===== src/rtl/mips_defs.sv =====
`default_nettype none
// ============================================================================
// Module   : mips_defs
// Purpose  : Shared multicycle MIPS definitions: FSM states, opcodes, ALUOp codes.
// Revision : 1.0
// ============================================================================
package mips_defs;

    typedef enum logic [3:0] {
        S_FETCH    = 4'd0,
        S_DECODE   = 4'd1,
        S_MEMADR   = 4'd2,
        S_MEMREAD  = 4'd3,
        S_MEMWB    = 4'd4,
        S_MEMWRITE = 4'd5,
        S_EXECUTE  = 4'd6,
        S_ALUWB    = 4'd7,
        S_BRANCH   = 4'd8,
        S_ADDIEX   = 4'd9,
        S_ADDIWB   = 4'd10,
        S_JUMP     = 4'd11
    } state_t;

    localparam logic [5:0] c_OP_RTYPE = 6'b000000;
    localparam logic [5:0] c_OP_LW    = 6'b100011;
    localparam logic [5:0] c_OP_SW    = 6'b101011;
    localparam logic [5:0] c_OP_BEQ   = 6'b000100;
    localparam logic [5:0] c_OP_ADDI  = 6'b001000;
    localparam logic [5:0] c_OP_J     = 6'b000010;

    localparam logic [1:0] c_ALUOP_ADD   = 2'b00;
    localparam logic [1:0] c_ALUOP_SUB   = 2'b01;
    localparam logic [1:0] c_ALUOP_FUNCT = 2'b10;

    function automatic logic is_supported(input logic [5:0] op);
        return (op == c_OP_RTYPE) || (op == c_OP_LW) || (op == c_OP_SW) ||
               (op == c_OP_BEQ) || (op == c_OP_ADDI) || (op == c_OP_J);
    endfunction

endpackage
`default_nettype wire


===== src/rtl/mc_controller.sv =====
`default_nettype none
// ============================================================================
// Module   : mc_controller
// Purpose  : Moore control FSM for a multicycle MIPS with optional memory handshake.
// Revision : 1.0
// ============================================================================
module mc_controller #(
    parameter int MEM_HANDSHAKE = 1,
    parameter int CNT_W         = 32
) (
    input  logic             clock,
    input  logic             reset,
    input  logic [5:0]       opcode,
    input  logic             zero,
    input  logic             mem_ready,
    output logic             PCWrite,
    output logic             IorD,
    output logic             MemRead,
    output logic             MemWrite,
    output logic             IRWrite,
    output logic             MemtoReg,
    output logic             RegDst,
    output logic             RegWrite,
    output logic             ALUSrcA,
    output logic             illegal,
    output logic [1:0]       ALUSrcB,
    output logic [1:0]       ALUOp,
    output logic [1:0]       PCSource,
    output logic [3:0]       state,
    output logic [CNT_W-1:0] fetch_count
);
    import mips_defs::*;

    state_t           r_state;
    state_t           w_next;
    logic [CNT_W-1:0] r_fetch_count;
    logic             w_mem_done;

    assign w_mem_done  = (MEM_HANDSHAKE == 0) || mem_ready;
    assign state       = r_state;
    assign fetch_count = r_fetch_count;

    always_ff @(posedge clock or negedge reset) begin
        if (!reset) begin
            r_state       <= S_FETCH;
            r_fetch_count <= '0;
        end else begin
            r_state <= w_next;
            if (r_state == S_FETCH && w_mem_done)
                r_fetch_count <= r_fetch_count + CNT_W'(1);
        end
    end

    always_comb begin
        w_next = r_state;
        case (r_state)
            S_FETCH:    if (w_mem_done) w_next = S_DECODE;
            S_DECODE: begin
                case (opcode)
                    c_OP_LW, c_OP_SW: w_next = S_MEMADR;
                    c_OP_RTYPE:       w_next = S_EXECUTE;
                    c_OP_BEQ:         w_next = S_BRANCH;
                    c_OP_ADDI:        w_next = S_ADDIEX;
                    c_OP_J:           w_next = S_JUMP;
                    default:          w_next = S_FETCH;
                endcase
            end
            S_MEMADR:   w_next = (opcode == c_OP_SW) ? S_MEMWRITE : S_MEMREAD;
            S_MEMREAD:  if (w_mem_done) w_next = S_MEMWB;
            S_MEMWRITE: if (w_mem_done) w_next = S_FETCH;
            S_EXECUTE:  w_next = S_ALUWB;
            S_ADDIEX:   w_next = S_ADDIWB;
            default:    w_next = S_FETCH;
        endcase
    end

    // Outputs are held at zero while reset is asserted, whatever the state.
    always_comb begin
        PCWrite  = 1'b0;
        IorD     = 1'b0;
        MemRead  = 1'b0;
        MemWrite = 1'b0;
        IRWrite  = 1'b0;
        MemtoReg = 1'b0;
        RegDst   = 1'b0;
        RegWrite = 1'b0;
        ALUSrcA  = 1'b0;
        illegal  = 1'b0;
        ALUSrcB  = 2'b00;
        ALUOp    = c_ALUOP_ADD;
        PCSource = 2'b00;
        if (reset) begin
            case (r_state)
                S_FETCH: begin
                    MemRead = 1'b1;
                    ALUSrcB = 2'b01;
                    IRWrite = w_mem_done;
                    PCWrite = w_mem_done;
                end
                S_DECODE: begin
                    ALUSrcB = 2'b11;
                    illegal = !is_supported(opcode);
                end
                S_MEMADR: begin
                    ALUSrcA = 1'b1;
                    ALUSrcB = 2'b10;
                end
                S_MEMREAD: begin
                    IorD    = 1'b1;
                    MemRead = 1'b1;
                end
                S_MEMWB: begin
                    MemtoReg = 1'b1;
                    RegWrite = 1'b1;
                end
                S_MEMWRITE: begin
                    IorD     = 1'b1;
                    MemWrite = 1'b1;
                end
                S_EXECUTE: begin
                    ALUSrcA = 1'b1;
                    ALUOp   = c_ALUOP_FUNCT;
                end
                S_ALUWB: begin
                    RegDst   = 1'b1;
                    RegWrite = 1'b1;
                end
                S_BRANCH: begin
                    ALUSrcA  = 1'b1;
                    ALUOp    = c_ALUOP_SUB;
                    PCSource = 2'b01;
                    PCWrite  = zero;
                end
                S_ADDIEX: begin
                    ALUSrcA = 1'b1;
                    ALUSrcB = 2'b10;
                end
                S_ADDIWB:   RegWrite = 1'b1;
                S_JUMP: begin
                    PCSource = 2'b10;
                    PCWrite  = 1'b1;
                end
                default: ;
            endcase
        end
    end

endmodule
`default_nettype wire


===== config.mk =====
export PLATFORM = sky130hd
export DESIGN_NAME = mc_controller
export DESIGN_NICKNAME = d
export VERILOG_FILES = /design/src/rtl/mips_defs.sv /design/src/rtl/mc_controller.sv
export SDC_FILE = /design/constraint.sdc
export NUM_CORES = 1
export LEC_CHECK = 0
export BUFFER_PORTS_ARGS = -buffer_cell sky130_fd_sc_hd__buf_2
export CAP_MARGIN = 20
export CORE_MARGIN = 2
export CORE_UTILIZATION = 50
export DETAILED_ROUTE_END_ITERATION = 8
export PLACE_DENSITY = 0.8
export REMOVE_ABC_BUFFERS = 1
export SYNTH_ARGS = -nofsm -noshare
export SYNTH_HDL_FRONTEND = slang
export SYNTH_SLANG_ARGS = --single-unit

===== constraint.sdc =====
create_clock -name clock -period 1.62 [get_ports clock]
set_input_delay 0.324 -clock clock [delete_from_list [all_inputs] [get_ports clock]]
set_output_delay 0.324 -clock clock [all_outputs]
set_load 0.02 [all_outputs]

**Word-level counts from Yosys, hierarchy flattened**

Index checks and enable logic that the tools add are counted.

- Register bits after elaboration: 36
- Bits of input ports: 10
- Logic and storage cells: 70

- $add $sub $neg: 1
- Equality and inequality tests: 19
- Mux-type cells: 32
- Reduce and logical (&&, ||, !) cells: 16

Operators by type and width:

| cell | count |
|---|---|
| adder 32 x 1 -> 32 bit (second input constant) | 1 |
| one-hot mux 4 bit (7 select lines) | 1 |
| one-hot mux 4 bit (5 select lines) | 1 |
| two-way mux 1 bit | 19 |
| equality test 4 x 3 -> 1 bit (second input constant) | 4 |
| equality test 4 bit (second input constant) | 4 |
| equality test 6 bit (second input constant) | 2 |
| two-way mux 4 bit | 3 |
| equality test 4 x 2 -> 1 bit (second input constant) | 2 |
| one-hot mux 2 bit (2 select lines) | 2 |
| OR reduction 2 bit | 4 |
| equality test 6 x 2 -> 1 bit (second input constant) | 1 |
| equality test 6 x 3 -> 1 bit (second input constant) | 1 |
| equality test 6 x 4 -> 1 bit (second input constant) | 1 |
| logical NOT 6 bit | 1 |
| two-way mux 2 bit | 3 |
| != test 2 bit (second input constant) | 3 |
| one-hot mux 2 bit (3 select lines) | 1 |
| logical OR 1 bit | 5 |
| equality test 4 x 1 -> 1 bit (second input constant) | 1 |
| logical NOT 4 bit | 1 |
| OR reduction 4 bit | 1 |
| two-way mux 3 bit | 1 |
| one-hot mux 1 bit (3 select lines) | 1 |
| other kinds (4) | 4 |

**Longest topological paths before layout**

- Depth in word-level cells: 9
- Depth in mapped cells: 6
- Depth with buffers taken out: 5

**Worst setup path after synthesis**

OpenSTA, ideal clock, no wires.

- Path type: flip-flop to output port
- Start: reg r_state[3] (netlist: state[3])
- End: out PCWrite
- Arrival: 1,810 ps
- Data required time: 1,296 ps
- Path slack: -514 ps
- Cell stages (with the launch flop): 5
- Cells stage by stage: dfrtp_1 clkbuf_1 nand3b_1 nor3_1 a211o_1

- Longest elaborated chain between the ends: 3
- Elaborated cells on any way between the ends: 5

Ends and longest elaborated chain:

| what | RTL line | RTL |
|---|---|---|
| start: declaration | mc_controller.sv:34 | `state_t r_state;` |
| start signal: assignment | mc_controller.sv:48 | `r_state <= w_next;` |
| equality test 4 bit / logical NOT 4 bit (equally long branches) | mc_controller.sv:93 | `case (r_state)` |
| one-hot mux 1 bit (3 select lines) (*) | mc_controller.sv:93 |  |
| two-way mux 1 bit (*) | mc_controller.sv:92 | `if (reset) begin` |
| end: declaration | mc_controller.sv:16 | `output logic PCWrite,` |

Mark *: on every way between the ends. The rest lies on a longest branch, timed or not.

**Worst setup path in the final report**

- Start: reg r_state[2] (netlist: state[2])
- End: out PCWrite

Same word-level chain as after synthesis.

==> out/metrics.yaml <==
place:
  pre_cts_ws_ps: -71.9
  place_area_um2: 2800
  dpl.cell_count: 359
  hpwl_um: 3930
  gp_congestion: 0.866
  numPortBuffers: 61
timing:
  whs_ps: 150
  drv_slew: 0
  fmaxAchievable_mhz: 448
  rsz0062_at_grt: "true"
  relSlewSlack_pct: 70.1
  hold_violations: 0
  setup_ws_ps: -612
  worstMarginPinSlew_ps: 448
  setup_violations: 45
  period_share_pct: 138
  finClkSkew_ps: 8.12
  min_period_ps: 2230
route:
  dr.pass1.iters: 5
  drt_iter0_markers: 257
  routedWlPerCell_um: 25.3
  wl_um: 10200
  num_vias: 2623
  drcViolationCount: 0
  ant_nets: 0
  via_per_inst: 6.51
global_route:
  grt_usage_pct: 31.1
  overflow: 0
  use_met1_pct: 38.3
  grt_pass1_vias: 2302
  grt_pass1_wl_um: 11800
  busiest_layer: "met2"
  antenna_found_initial: 0
  grt_max_degree: 26
  use_met2_pct: 52.0
  grt_util_met3_pct: 5.63
critical_path:
  cp-start-kind: "flip-flop"
  crit_required_ps: 1300
  cp_common_cell: "buf_6"
  worstSetupStartpoint: "state[2]"
  critPathKind: "reg -> out"
  critPathMaxStageDelay_ps: 410
  critical_path.max_fanout: 6
  crit_path_top_delay_cell: "dfrtp_1"
  r2r-start: "state[1]"
  cp-end-kind: "primary output"
  critPathArrivalTime_ps: 1910
  worstPathCellList: "buf_6 > nand3b_1 > nor2_1 > a211o_1 > buf_6"
logic_synthesis:
  ys_seq_area_share_pct: 41.4
  synth.avg_cell_area_um2: 10.0
  ys.warnings.count: 0
  yosysUniqueCellTypes: 48
  ys_seq_elements: 36
  syn_inst: 217
  mappedNetlistArea_um2: 2180
cells_and_area:
  antenna_cells: 0
  drive_gt1_share_pct: 60.6
  fill_cells: 144
  finish.instance_area_um2: 3760
  fin_nets: 363
  ff_latch_area_um2: 905
  multi_input_area_um2: 1550
  fin_cells: 403
  synthToLayoutAreaGrowth_pct: 72.9
power:
  p_switching_uw: 1910
  power_leakage_uw: 0.00208
  ir_drop_mv: 1.21
  combPwrFrac_pct: 60.4
  powerDensity_nw_per_um2: 1250
  p_sw_share_pct: 40.5
  p_seq_share_pct: 24.6
  clock_power_share_pct: 14.9
  p_int_uw: 2800
clock_tree:
  cts_root_buf: "clkbuf_8"
  h-tree-depth: 2
  clk_pin_slew_ps: 80
  cts_sinks: 36
  numCtsBuffers: 5
  cts_tree: "yes"
  clk_path_buf_depth: 2
  clk_latency_ps: 310
run_status:
  status: "finished, violations left"
  violations: "setup timing"
floorplan:
  num_io_pins: 62
  die_h_um: 70.0
  start_util_pct: 53.2
  coreArea_um2: 4090
  rows: 23
  dieArea_um2: 4900
  die_w_um: 70.0
flow_run:
  maxCapViolations: 0
worst_hold_path:
  min_path_type: "in -> async"
## layer usage
metal  part of all wire (%)  vias to the layer above
li1                       -                     1039
met1                     37                     1300
met2                     48                      219
met3                    7.8                       65
met4                    7.1                        0
met5                      0                        -
## final cells by class
| type | count | area share [%] |
|---|---|---|
| multi-input cells | 167 | 41.3 |
| repair buffers | 138 | 30.1 |
| flip-flops and latches | 36 | 24.1 |
| clock buffers | 6 | 2.20 |
| well taps | 50 | 1.66 |
| inverters | 4 | 0.399 |
| clock inverters | 2 | 0.266 |
## flip-flops by register name (all words and copies together), names as in the netlist
register,count
state,4
fetch_count,32
## power by group through the flow
stage / clock network (uW) / registers, uW / logic [uW]
after floorplan: 0 / 1350 / 601
after global placement: 0 / 1100 / 1460
after detailed placement: 0 / 1110 / 1490
after CTS: 678 / 1120 / 2140
after global routing: 740 / 1160 / 2920
final: 702 / 1160 / 2840
## layout by cell type (no fill, tap or decap), types with 7 or more instances in the layout
master	n
xor2_1	22
nor2_4	8
buf_6	33
xnor2_1	7
nor4_4	7
buf_4	56
dfrtp_1	33
nand3_1	8
nor2_1	8
nand2_1	17
nor3_4	9
buf_2	43
## cells by family (layout without fill, tap and decap cells)
family	after synthesis	count (layout)	synth area share (%)
AOI/OAI and AO/OA	21	21	6.56
xor gates and xnor gates	34	34	13.7
adders and majority gates	1	1	0.575
buffers and inverters	14	150	3.80
DFF	36	36	41.4
muxes	1	1	0.518
and+or+nand+nor	110	110	33.5
## cells in the mapped netlist, drive strengths merged
library cell | instances | share of area (%)
nand3b | 3 | 1.0
o221a | 1 | 0.52
nand2b | 4 | 1.1
xor2 | 24 | 9.7
ha | 1 | 0.57
inv | 4 | 0.69
o311ai | 1 | 0.40
and3b | 3 | 1.2
nor4 | 8 | 4.7
a22oi | 1 | 0.35
o41ai | 2 | 0.81
nor3 | 17 | 5.3
buf | 4 | 1.9
clkbuf | 6 | 1.2
nand2 | 19 | 3.6
nand3 | 11 | 3.1
xnor2 | 10 | 4.0
and2 | 3 | 0.86
o21a | 2 | 0.69
and2b | 1 | 0.35
nor2 | 18 | 3.1
and3 | 5 | 1.4
and4 | 4 | 1.8
dfrtp | 36 | 41
a21oi | 1 | 0.23
nand4 | 5 | 2.4
a311oi | 1 | 0.40
nor2b | 5 | 1.4
or2 | 1 | 0.29
a211o | 1 | 0.40
or3 | 1 | 0.29
or4 | 1 | 0.35
a31oi | 2 | 0.57
mux2 | 1 | 0.52
o21ai | 8 | 1.8
o21bai | 1 | 0.35
nor4b | 1 | 1.1
## per-stage QoR
step | utilization [%] | setup TNS [ps] | power [uW]
floorplan | - | -4770 | 1950
global placement | 68.4 | 0 | 2560
finish | 92.0 | -8430 | 4700
detailed placement | 68.4 | -229 | 2600
CTS | 82.4 | -2180 | 3930
global route | 92.0 | -9760 | 4820
## worst max-delay path, delay by kind of cell, from the launching register on
| family | cells | cell delay, ps |
|---|---|---|
| buffers and inverters | 2 | 280 |
| and+or+nand+nor | 2 | 680 |
| AOI/OAI and AO/OA | 1 | 220 |
| DFF | 1 | 410 |
## path summary, 6_finish.rpt
check	end	slack (ps)	cells past startpoint
setup / recovery	PCWrite	-610	5
hold / removal	state[2]	150	2
setup reg to reg	fetch_count[14]	-210	7
hold reg to reg	fetch_count[20]	490	1
max in group asynchronous	state[1]	1130	2
min in group clock	state[3]	410	3
## what timing repair did
item,CTS,global route
hold buffers,0,0
resized for setup,69,72
cloned,2,0
setup buffers,20,15
pin swaps,17,35
endpoints found under the setup margin,19,42
(Power assumes the default switching activity.)
